[config.mk]
export PLATFORM = sky130hd
export DESIGN_NAME = sr_iter
export DESIGN_NICKNAME = d
export VERILOG_FILES = /design/src/rtl/cpu_pkg.sv /design/src/rtl/sr_step.sv /design/src/rtl/sr_iter.sv
export SDC_FILE = /design/constraint.sdc
export NUM_CORES = 1
export LEC_CHECK = 0
export ABC_AREA = 1
export ABC_CLOCK_PERIOD_IN_PS = 1900
export CAP_MARGIN = 5
export CORE_MARGIN = 2
export CORE_UTILIZATION = 48
export DETAILED_ROUTE_END_ITERATION = 8
export GPL_TIMING_DRIVEN = 0
export PLACE_DENSITY = 0.82
export SYNTH_ARGS = -nofsm -noshare
export SYNTH_HDL_FRONTEND = slang
export SYNTH_HIERARCHICAL = 1
export SYNTH_SLANG_ARGS = --single-unit
[constraint.sdc]
create_clock -name clk -period 1.9 [get_ports clk]
set_input_delay 0.38 -clock clk [delete_from_list [all_inputs] [get_ports clk]]
set_output_delay 0.38 -clock clk [all_outputs]
set_load 0.05 [all_outputs]
[src/rtl/cpu_pkg.sv]
// cpu_pkg: shared execute-stage constants, shifter state and shift op encodings
package cpu_pkg;
  localparam int XLEN = 32;
  typedef enum logic [1:0] {IDLE, SHIFT, DONE} sr_state_t;
  localparam logic ALU_SRL = 1'b0;
  localparam logic ALU_SRA = 1'b1;
endpackage

[src/rtl/sr_step.sv]
// sr_step: combinational right shift by up to STEP bits with a fill bit
module sr_step #(
  parameter int XLEN = 32,
  parameter int STEP = 4,
  localparam int AW = $clog2(STEP) + 1
) (
  input  logic [XLEN-1:0] acc,
  input  logic [AW-1:0]   amt,
  input  logic            fill,
  output logic [XLEN-1:0] res
);
  assign res = fill ? ~(~acc >> amt) : acc >> amt;
endmodule

[src/rtl/sr_iter.sv]
// sr_iter: multi-cycle SRL/SRA shifter with start/ready/done handshake and flush
module sr_iter
  import cpu_pkg::*;
#(
  parameter int XLEN = cpu_pkg::XLEN,
  parameter int STEP = 4,
  parameter int SHW  = $clog2(XLEN)
) (
  input  logic            clk,
  input  logic            rst_n,
  input  logic            start_i,
  input  logic [XLEN-1:0] data_i,
  input  logic [SHW-1:0]  shamt_i,
  input  logic            arith_i,
  input  logic            flush_i,
  output logic            ready_o,
  output logic            busy_o,
  output logic            done_o,
  output logic [XLEN-1:0] result_o
);
  localparam int AW = $clog2(STEP) + 1;
  sr_state_t       state;
  logic [XLEN-1:0] acc, shifted;
  logic [SHW-1:0]  rem;
  logic            fill, last;
  logic [AW-1:0]   amt;
  assign last    = 32'(rem) <= STEP;
  assign amt     = last ? AW'(rem) : AW'(STEP);
  assign ready_o = rst_n && state == IDLE;
  assign busy_o  = state == SHIFT || state == DONE;
  assign done_o  = state == DONE;
  sr_step #(.XLEN(XLEN), .STEP(STEP)) u_step (
    .acc (acc),
    .amt (amt),
    .fill(fill),
    .res (shifted)
  );
  always_ff @(posedge clk) begin
    if (!rst_n) begin
      state    <= IDLE;
      acc      <= '0;
      rem      <= '0;
      fill     <= 1'b0;
      result_o <= '0;
    end else if (flush_i) begin
      state <= IDLE;
    end else if (state == IDLE && start_i) begin
      acc   <= data_i;
      rem   <= shamt_i;
      fill  <= arith_i & data_i[XLEN-1];
      state <= SHIFT;
    end else if (state == SHIFT) begin
      acc <= shifted;
      rem <= rem - SHW'(amt);
      if (last) begin
        state    <= DONE;
        result_o <= shifted;
      end
    end else if (state == DONE) begin
      state <= IDLE;
    end
  end
endmodule

==> results of run 1 <==
## final cells by class
type | count | area (µm²) | area share, %
multi-input combinational | 497 | 2531 | 45.03
sequential | 72 | 1448 | 25.75
timing repair buffer | 82 | 875.8 | 15.58
buffer | 49 | 304.0 | 5.408
clock buffer | 10 | 137.6 | 2.448
tap | 108 | 135.1 | 2.404
inverter | 28 | 107.6 | 1.914
clock inverter | 6 | 82.58 | 1.469
## per-stage QoR
step	setup TNS (ps)	power (mW)	std cells
3_3_place_gp	-11500	2.766	831
5_1_grt	-1460	4.470	852
2_1_floorplan	0	2.446	647
6_report	-9.015	4.279	852
4_1_cts	0	4.172	846
3_5_place_dp	-13910	2.790	831
## path summary, 6_finish.rpt
path / start / to / slack [ps] / cells after the start
setup / recovery: rem[4] / result_o[25] / -5 / 12
hold / removal: result_o[0] / result_o[0] / 460 / 2
setup reg to reg: rem[4] / result_o[25] / -5 / 12
hold reg to reg: result_o[0] / result_o[0] / 460 / 2
## synth_stat cells (all sizes together)
| cell | instances |
|---|---|
| inv | 27 |
| ha | 5 |
| nand3 | 88 |
| conb | 2 |
| buf | 37 |
| dfxtp | 72 |
| nand4 | 1 |
| a31oi | 33 |
| o211ai | 10 |
| clkinv | 1 |
| nor2 | 9 |
| clkbuf | 13 |
| nand2 | 214 |
| a21oi | 46 |
| a21boi | 1 |
| or2 | 16 |
| nand3b | 2 |
| o21ai | 70 |
## power groups by stage
stage / clock network, mW / logic (mW) / registers [mW]
after global placement: 0 / 1.09 / 1.68
after CTS: 1.38 / 1.14 / 1.65
after detailed placement: 0 / 1.11 / 1.68
after global routing: 1.45 / 1.36 / 1.66
final: 1.38 / 1.25 / 1.66
after floorplan: 0 / 0.756 / 1.69
## flip-flops by register name, indices dropped and copies added, names as in the netlist
name and flops:
acc 32, result_o 32, rem 5, state 2, fill 1
## kinds of logic after synthesis
logic type	count (synthesis)	synth area share, %
fa+ha+maj	5	1.475
compound gates	160	22.09
buf+inv	78	9.056
flops	72	33.98
other cells	2	0.1771
simple gates	330	33.22
## worst max-delay path: cells and delay by family (launching register included)
family | cells | cell delay [ps]
buffers and inverters | 3 | 370
and+or+nand+nor | 8 | 920
DFF | 1 | 360
AOI/OAI and AO/OA | 1 | 150
## what timing repair did
item                                   CTS  global route
pin swaps                                0            10
gates resized for setup                 29            70
setup buffers                            0             5
endpoints found under the hold margin    0             0
cloned                                   0             1
setup endpoints to repair               69            88
## layer usage
| layer | vias to the layer above | GRT usage, % | routed length, µm |
|---|---|---|---|
| met4 | 0 | 13.35 | 482 |
| met1 | 2173 | 34.59 | 5519 |
| met2 | 239 | 44.26 | 6152 |
| met3 | 45 | 4.295 | 998 |
| li1 | 2357 | - | - |
| met5 | - | 0 | 0 |
==> impl_metrics.yaml, run 1 <==
status:
  outcome: "finished, violations left"
  violations: "negative setup slack"
power:
  pwr-share-comb_pct: 29.2
  swShare_pct: 34.14
  power_frac_clock_pct: 32.1
  p_leak_nw: 2.692
  vdd_drop_max_v: 0.0003469
  internal_power_mw: 2.818
  seqPwrFrac_pct: 38.7
  netSwitchingPower_mw: 1.461
  powerDensity_nw_per_um2: 761.2
hold_path:
  hp-class: "reg2reg"
worst_setup_path:
  arrival_ps: 2190
  worstSetupStartpointType: "flop"
  required_ps: 2190
  end_kind: "flop"
  crit_slowest_cell: "dfxtp_4"
  crit_chain: "nor2_4 > nand2_4 > nor2_4 > inv_4 > buf_6 > nand3b_1 > nand3_1 > nand3_1 > nand2_1 > inv_1 > nand3_1 > a21oi_1"
  slowest_delay_ps: 360
  crit_fanout: 10
  cp_common_cell: "nand3_1"
  path_class: "reg2reg"
clock_network:
  numCtsBuffers: 9
  cts.clk_slew.worst_paths_ps: 80
  cts_buffer_depth: 2
  cts.sinks: 72
  clock_latency_ps: 360
  holdBufCountCts: 0
  root_buffer: "clkbuf_8"
  cts_tree: "yes"
  cts.htree.levels: 3
route:
  drt-initial-drc-count: 457
  vias: 4814
  post_drt_wl_per_cell_um: 15.44
  ant_nets: 0
  route.detailed.drc: 0
  finalWirelength_um: 13150
  viasPerCell: 5.650
  drt_first_pass_iters: 6
synth:
  syn-num-nets: 694
  synthCells: 647
  synth_top_area_cell: "dfxtp_1"
  yosysWarnings: 6
  avgSynthCellArea_um2: 6.556
  synth-seq-area-share_pct: 33.98
  synth_area_um2: 4242
  ys_ff_latch: 72
  synth_cell_types: 29
  synth_top_cell_area_share_pct: 33.98
  synthTopCellsByArea: "dfxtp_1 (34%), nand2_1 (19%), nand3_1 (10%)"
global_route:
  grt_start_max_net_pins: 20
  grt-ovfl-total: 0
  grt_pass1_wl_um: 21210
  grt_use_total_pct: 27.02
  grt_pass1_vias: 4416
  antenna_found_initial: 0
placed_design:
  placed_cell_area_um2: 5137
  gp_congestion: 1.009
  dp_hpwl_um: 9588
  port_buffers: 76
  dpl_worst_slack_ps: -933.8
layout:
  fin_nets: 786
  n_antenna_cell: 0
  final_common_cell: "nand2_1"
  finalInstanceArea_um2: 5622
  fin_util_pct: 65.10
  layout_common_cells: "nand2_1 (203), nand3_1 (84), dfxtp_1 (69), clkdlybuf4s50_1 (47), a21oi_1 (41)"
  drive_above_1_share_pct: 15.86
  syn_to_final_growth_pct: 32.54
  fillers: 774
sta:
  layout_setup_ws_ps: -4.742
  slew_headroom_pct: 56.79
  hold_viol: 0
  period_share_pct: 100.2
  fin_crit_ps: 1905
  max_freq_ghz: 0.5250
  tightest_slew_ps: 648.1
  drv_slew: 0
  hold_slack_ps: 461.9
  skew_ps: 9.828
  grt_setup_unrepaired: "true"
  setup_viol: 2
floorplan:
  core_um2: 8636
  pin_count: 77
  chipHeight_um: 98.01
  start_util_pct: 49.12
  rows: 34
  chipWidth_um: 98.01
  die_area_um2: 9605
job:
  maxCapViolCount: 0
Note: power is estimated with default switching activity, not from simulation.
==> run 2: changes to the inputs <==
Settings changed: ABC_AREA 1 to 0, CELL_PAD_IN_SITES_DETAIL_PLACEMENT set to 0, CELL_PAD_IN_SITES_GLOBAL_PLACEMENT set to 2, CORE_UTILIZATION 48 to 28, GPL_ROUTABILITY_DRIVEN set to 1.
==> run 2 against run 1 <==
Compared with the run above:
- the run still ends with negative setup slack left
- synthesized area is 0.32% lower
- via count is 8.2% lower
- non-clock buffer count is 27 higher
- final cell count is 0.94% lower
- hold slack worse by 21 ps
- critical path depth is 4 lower
- highest routed layer unchanged
==> impl_metrics.yaml, run 2 <==
status:
  outcome: "finished, violations left"
  violations: "negative setup slack"
layout:
  n_antenna_cell: 0
  layout_common_cells: "nand2_1 (106), dfxtp_1 (69), clkdlybuf4s50_1 (62), nand3_1 (57), o211a_1 (33)"
  drive_above_1_share_pct: 32.12
  fin_nets: 702
  final_common_cell: "nand2_1"
  finalInstanceArea_um2: 6828
  syn_to_final_growth_pct: 61.50
  largestRegisters: "acc x32, result_o x32, rem x5"
placed_design:
  placed_cell_area_um2: 5250
  dp_hpwl_um: 10600
  gp_congestion: 0.8739
  dpl_worst_slack_ps: -533.6
  port_buffers: 75
route:
  route.detailed.drc: 0
  post_drt_wl_per_cell_um: 17.91
  viasPerCell: 5.237
  drt_first_pass_iters: 4
  vias: 4420
  drt-initial-drc-count: 239
  finalWirelength_um: 15120
  ant_nets: 0
clock_network:
  root_buffer: "clkbuf_16"
  numCtsBuffers: 9
  cts.sinks: 72
  cts_tree: "yes"
  cts_buffer_depth: 2
  clock_latency_ps: 350
  cts.htree.levels: 3
  cts.clk_slew.worst_paths_ps: 60
worst_setup_path:
  slowest_delay_ps: 500
  crit_slowest_cell: "mux4_2"
  crit_fanout: 6
  end_kind: "flop"
  crit_chain: "nor3_4 > and2_4 > buf_8 > mux2_4 > mux4_2 > nand2_2 > nand3_2 > o211a_1"
  arrival_ps: 2340
  path_class: "reg2reg"
  worstSetupStartpointType: "flop"
  required_ps: 2150
  r2r_cells: 8
sta:
  drv_slew: 0
  hold_viol: 0
  fin_crit_ps: 2089
  grt_setup_unrepaired: "true"
  tightest_slew_ps: 581.2
  setup_viol: 37
  layout_setup_ws_ps: -189.0
  slew_headroom_pct: 61.25
  skew_ps: 7.803
  max_freq_ghz: 0.4787
  setup_tns_ps: -2690
  period_share_pct: 109.9
synth:
  ys_ff_latch: 72
  synth_top_cell_area_share_pct: 34.09
  yosysWarnings: 6
  syn-num-nets: 584
  synth_top_area_cell: "dfxtp_1"
  synthTopCellsByArea: "dfxtp_1 (34%), nand2_1 (9.9%), nand3_1 (7.9%)"
  yosysMostFrequentCell: "nand2_1"
  avgSynthCellArea_um2: 7.873
  synth-main-ff-cell: "dfxtp_1"
  synthCells: 537
  synthTopCellsByCount: "nand2_1 (112), dfxtp_1 (72), nand3_1 (67), o211a_1 (33)"
  synth-seq-area-share_pct: 34.09
  synth_edf_count: 0
  synth_area_um2: 4228
  synth_cell_types: 42
  synthArstFlopShare_pct: 0
power:
  power_frac_clock_pct: 34.2
  pwr-share-comb_pct: 35.7
  p_leak_nw: 2.968
  vdd_drop_max_v: 0.0005429
  swShare_pct: 31.85
  seqPwrFrac_pct: 30.2
  power_mw: 5.572
  netSwitchingPower_mw: 1.775
  internal_power_mw: 3.797
  powerDensity_nw_per_um2: 816.0
floorplan:
  start_util_pct: 28.87
  die_area_um2: 16100
  rows: 44
  chipWidth_um: 126.9
  chipHeight_um: 126.9
  pin_count: 77
  core_um2: 14640
job:
  maxCapViolCount: 0
global_route:
  grt_pass1_wl_um: 23870
  grt_start_max_net_pins: 18
  grt-ovfl-total: 0
  antenna_found_initial: 0
  grt_pass1_vias: 4550
  grt_use_total_pct: 18.54
hold_path:
  hp-class: "reg2reg"
  hold_depth: 2
[run 2: changes by cell type in the layout (fill, tap and decap cells not counted), moves of 11 or more]
cell             before  now
nand2_1             203  106
a21oi_1              41    6
o211a_1               0   33
a31oi_1              33    2
nand3_1              84   57
buf_4                10   30
inv_1                23    5
mux2_4                0   17
o22ai_2               0   16
clkdlybuf4s50_1      47   62
dlymetal6s2s_1       24   10
o21ai_1              38   24
clkbuf_16             0   11
[run 2: area by class of cell]
type	count	area, µm²
fill	1421	7816
multi-input combinational	408	3256
clock buffer	14	274.0
timing repair buffer	110	1125
sequential	72	1453
inverter	6	22.52
clock inverter	2	60.06
tap	184	230.2
buffer	48	407.9
[run 2: worst paths after layout]
kind                     from           to  slack (ps)
setup / recovery       rem[2]      acc[26]        -190
setup reg to reg       rem[2]      acc[26]        -190
hold reg to reg   result_o[0]  result_o[0]         440
hold / removal    result_o[0]  result_o[0]         440
[run 2: power by group through the flow]
stage / Combinational [mW] / Sequential [mW] / Clock, mW
2_1_floorplan: 0.858 / 1.71 / 0
3_3_place_gp: 1.26 / 1.69 / 0
3_5_place_dp: 1.27 / 1.69 / 0
4_1_cts: 1.52 / 1.68 / 1.94
5_1_grt: 2.12 / 1.69 / 2.00
6_report: 1.99 / 1.68 / 1.90
[run 2: logic make-up (layout without fill, tap and decap cells)]
group / after synthesis / after routing / share of synthesized area, %
xor gates and xnor gates: 1 / 1 / 0.2072
adders and majority gates: 5 / 5 / 1.480
buffers and inverters: 57 / 180 / 7.221
AOI/OAI and AO/OA: 143 / 143 / 24.36
other: 2 / 2 / 0.1776
and+or+nand+nor: 221 / 221 / 22.99
muxes: 36 / 36 / 9.470
DFF: 72 / 72 / 34.09
[run 2: what timing repair did]
action,in CTS,in global routing
hold buffers,0,0
resized for setup,108,127
cloned,1,2
hold endpoints to repair,0,0
pin swaps,12,23
setup endpoints to repair,67,79
buffers inserted,16,17
[run 2: worst max-delay path: cells and delay by family (launching register included)]
kind	cells	cell delay [ps]
buffers and inverters	1	160
multiplexers	2	810
AND/OR/NAND/NOR	4	540
flip-flops	1	350
AO/OA/AOI/OAI	1	130
[run 2: per-stage QoR]
step	utilization [%]	std cells	hold WS [ps]
after global routing	46.63	844	467.8
after floorplan	-	537	456.1
final	46.63	844	441.4
after global placement	35.85	796	443.5
after CTS	41.95	826	450.4
after detailed placement	35.85	796	442.3
[run 2: routing by layer]
| layer | part of all wire, % | GRT usage [%] | vias to the layer above |
|---|---|---|---|
| met5 | 0 | 0 | - |
| met4 | 2.4 | 5.688 | 0 |
| met3 | 4.1 | 3.754 | 27 |
| met2 | 48 | 30.99 | 108 |
| met1 | 46 | 24.14 | 2105 |
| li1 | - | - | 2180 |
==> run 3: changes to the inputs <==
Settings changed: CORE_MARGIN 2 to 3, SLEW_MARGIN set to 20.
==> run 3 against run 2 <==
Compared with the run above:
- the flow still finishes with violations (negative setup slack)
- fmax down 1.7%
- global-route usage is 0.69 points lower
- critical endpoint unchanged
- register-to-register slack worse by 40 ps
- clock-buffer cell count down 1
- wire length increased by 4.5%
==> impl_metrics.yaml, run 3 (synthesis results as in run 2) <==
route:
  ant_nets: 0
  finalWirelength_um: 15790
  drt_first_pass_iters: 4
  route.detailed.drc: 0
  viasPerCell: 5.336
  drt-initial-drc-count: 247
  vias: 4546
  post_drt_wl_per_cell_um: 18.54
layout:
  n_antenna_cell: 0
  fin_nets: 712
  largestRegisters: "acc x32, result_o x32, rem x5"
  final_common_cell: "nand2_1"
  syn_to_final_growth_pct: 63.72
  layout_common_cells: "nand2_1 (106), dfxtp_1 (69), clkdlybuf4s50_1 (62), nand3_1 (56), buf_4 (37)"
  drive_above_1_share_pct: 33.98
  fillers: 1397
  finalNonFillerCells: 852
floorplan:
  start_util_pct: 28.87
  chipHeight_um: 128.9
  core_um2: 14640
  rows: 44
  pin_count: 77
  chipWidth_um: 128.9
  die_area_um2: 16610
clock_network:
  root_buffer: "clkbuf_16"
  holdBufCountCts: 0
  cts.sinks: 72
  cts.clk_slew.worst_paths_ps: 50
  cts.htree.levels: 3
  cts_tree: "yes"
  cts_buffer_depth: 2
  clock_latency_ps: 350
  numCtsBuffers: 9
worst_setup_path:
  arrival_ps: 2370
  required_ps: 2140
  path_class: "reg2reg"
  crit_chain: "nor3_4 > and2_4 > buf_8 > mux2_4 > mux4_2 > nand2_2 > nand3_2 > o211a_1"
  crit_fanout: 6
  critPathBufInv: 1
  crit_slowest_cell: "mux4_2"
  slowest_delay_ps: 500
  worstSetupStartpointType: "flop"
  cp_top_family: "multiplexers"
  end_kind: "flop"
global_route:
  antenna_found_initial: 0
  grt_start_max_net_pins: 18
  grt_pass1_wl_um: 23470
  grt_use_total_pct: 17.85
  grt-ovfl-total: 0
  grt_pass1_vias: 4396
sta:
  setup_tns_ps: -4459
  slew_headroom_pct: 64.92
  setup_viol: 48
  max_freq_ghz: 0.4707
  skew_ps: 7.011
  fin_crit_ps: 2125
  drv_slew: 0
  grt_setup_unrepaired: "true"
  period_share_pct: 111.8
  tightest_slew_ps: 525.4
  hold_viol: 0
  layout_setup_ws_ps: -224.7
power:
  vdd_drop_max_v: 0.0003736
  powerDensity_nw_per_um2: 772.7
  p_leak_nw: 2.999
placed_design:
  dp_hpwl_um: 10550
  port_buffers: 75
  placedCellCount: 796
  gp_congestion: 0.8348
job:
  maxCapViolCount: 0
status:
  violations: "negative setup slack"
  outcome: "finished, violations left"
hold_path:
  hp-class: "reg2reg"
## run 3: changes by cell type in the layout (fill, tap and decap cells not counted), moves of 3 or more
cell	previous run	this run
o21ai_0	11	8
mux2_2	5	2
buf_6	13	18
mux2_4	17	20
buf_4	30	37
o22ai_4	9	13
## run 3: path summary, 6_finish.rpt
check	startpoint	endpoint	slack (ps)	depth (start not counted)
hold reg to reg	result_o[28]	result_o[28]	440	2
setup / recovery	rem[3]	acc[26]	-220	8
setup reg to reg	rem[3]	acc[26]	-220	8
hold / removal	result_o[28]	result_o[28]	440	2
## run 3: layer usage
metal / global-route usage (%) / share of wire (%)
met3: 4.732 / 4.9
met2: 29.02 / 49
met5: 0 / 0
met4: 3.706 / 0.94
met1: 23.92 / 45
## run 3: cell type report
type	count	area [µm²]	area share [%]
clock inverter	1	5.005	0.07231
timing repair buffer	120	1199	17.32
inverter	6	22.52	0.3254
buffer	48	409.1	5.911
sequential	72	1453	20.99
multi-input combinational	408	3353	48.45
tap	184	230.2	3.326
clock buffer	13	250.2	3.615
## run 3: worst min-delay path, delay by kind of cell (launching register included)
| family | cells | cell delay [ps] |
|---|---|---|
| AO/OA/AOI/OAI | 1 | 50 |
| flip-flops | 1 | 300 |
| AND/OR/NAND/NOR | 1 | 50 |
## run 3: timing repair
item                                    4_1_cts  5_1_grt
setup buffers                                26       16
pin swaps                                    21       51
endpoints found under the setup margin       67       78
gates resized for setup                     137      122
gates cloned                                  2        2
## run 3: stage by stage
stage	setup WS, ps	power, mW	hold WS (ps)	util, %	instance area, µm²
after global routing	-284.0	5.579	461.8	47.27	6922
after detailed placement	-533.6	2.961	444.4	35.85	5250
after floorplan	-75.97	2.569	456.1	-	4269
after global placement	-531.4	2.956	443.4	35.85	5250
after CTS	-203.2	4.876	451.6	42.70	6254
final	-224.7	5.349	442.8	47.27	6922
## run 3: power by group
part           internal, mW  total (mW)  switching, mW  leakage, nW
Sequential             1.59        1.68         0.0891        0.589
Clock                 0.903        1.53          0.623        0.126
Combinational          1.04        2.14           1.11         2.28
Total                  3.53        5.35           1.82         3.00
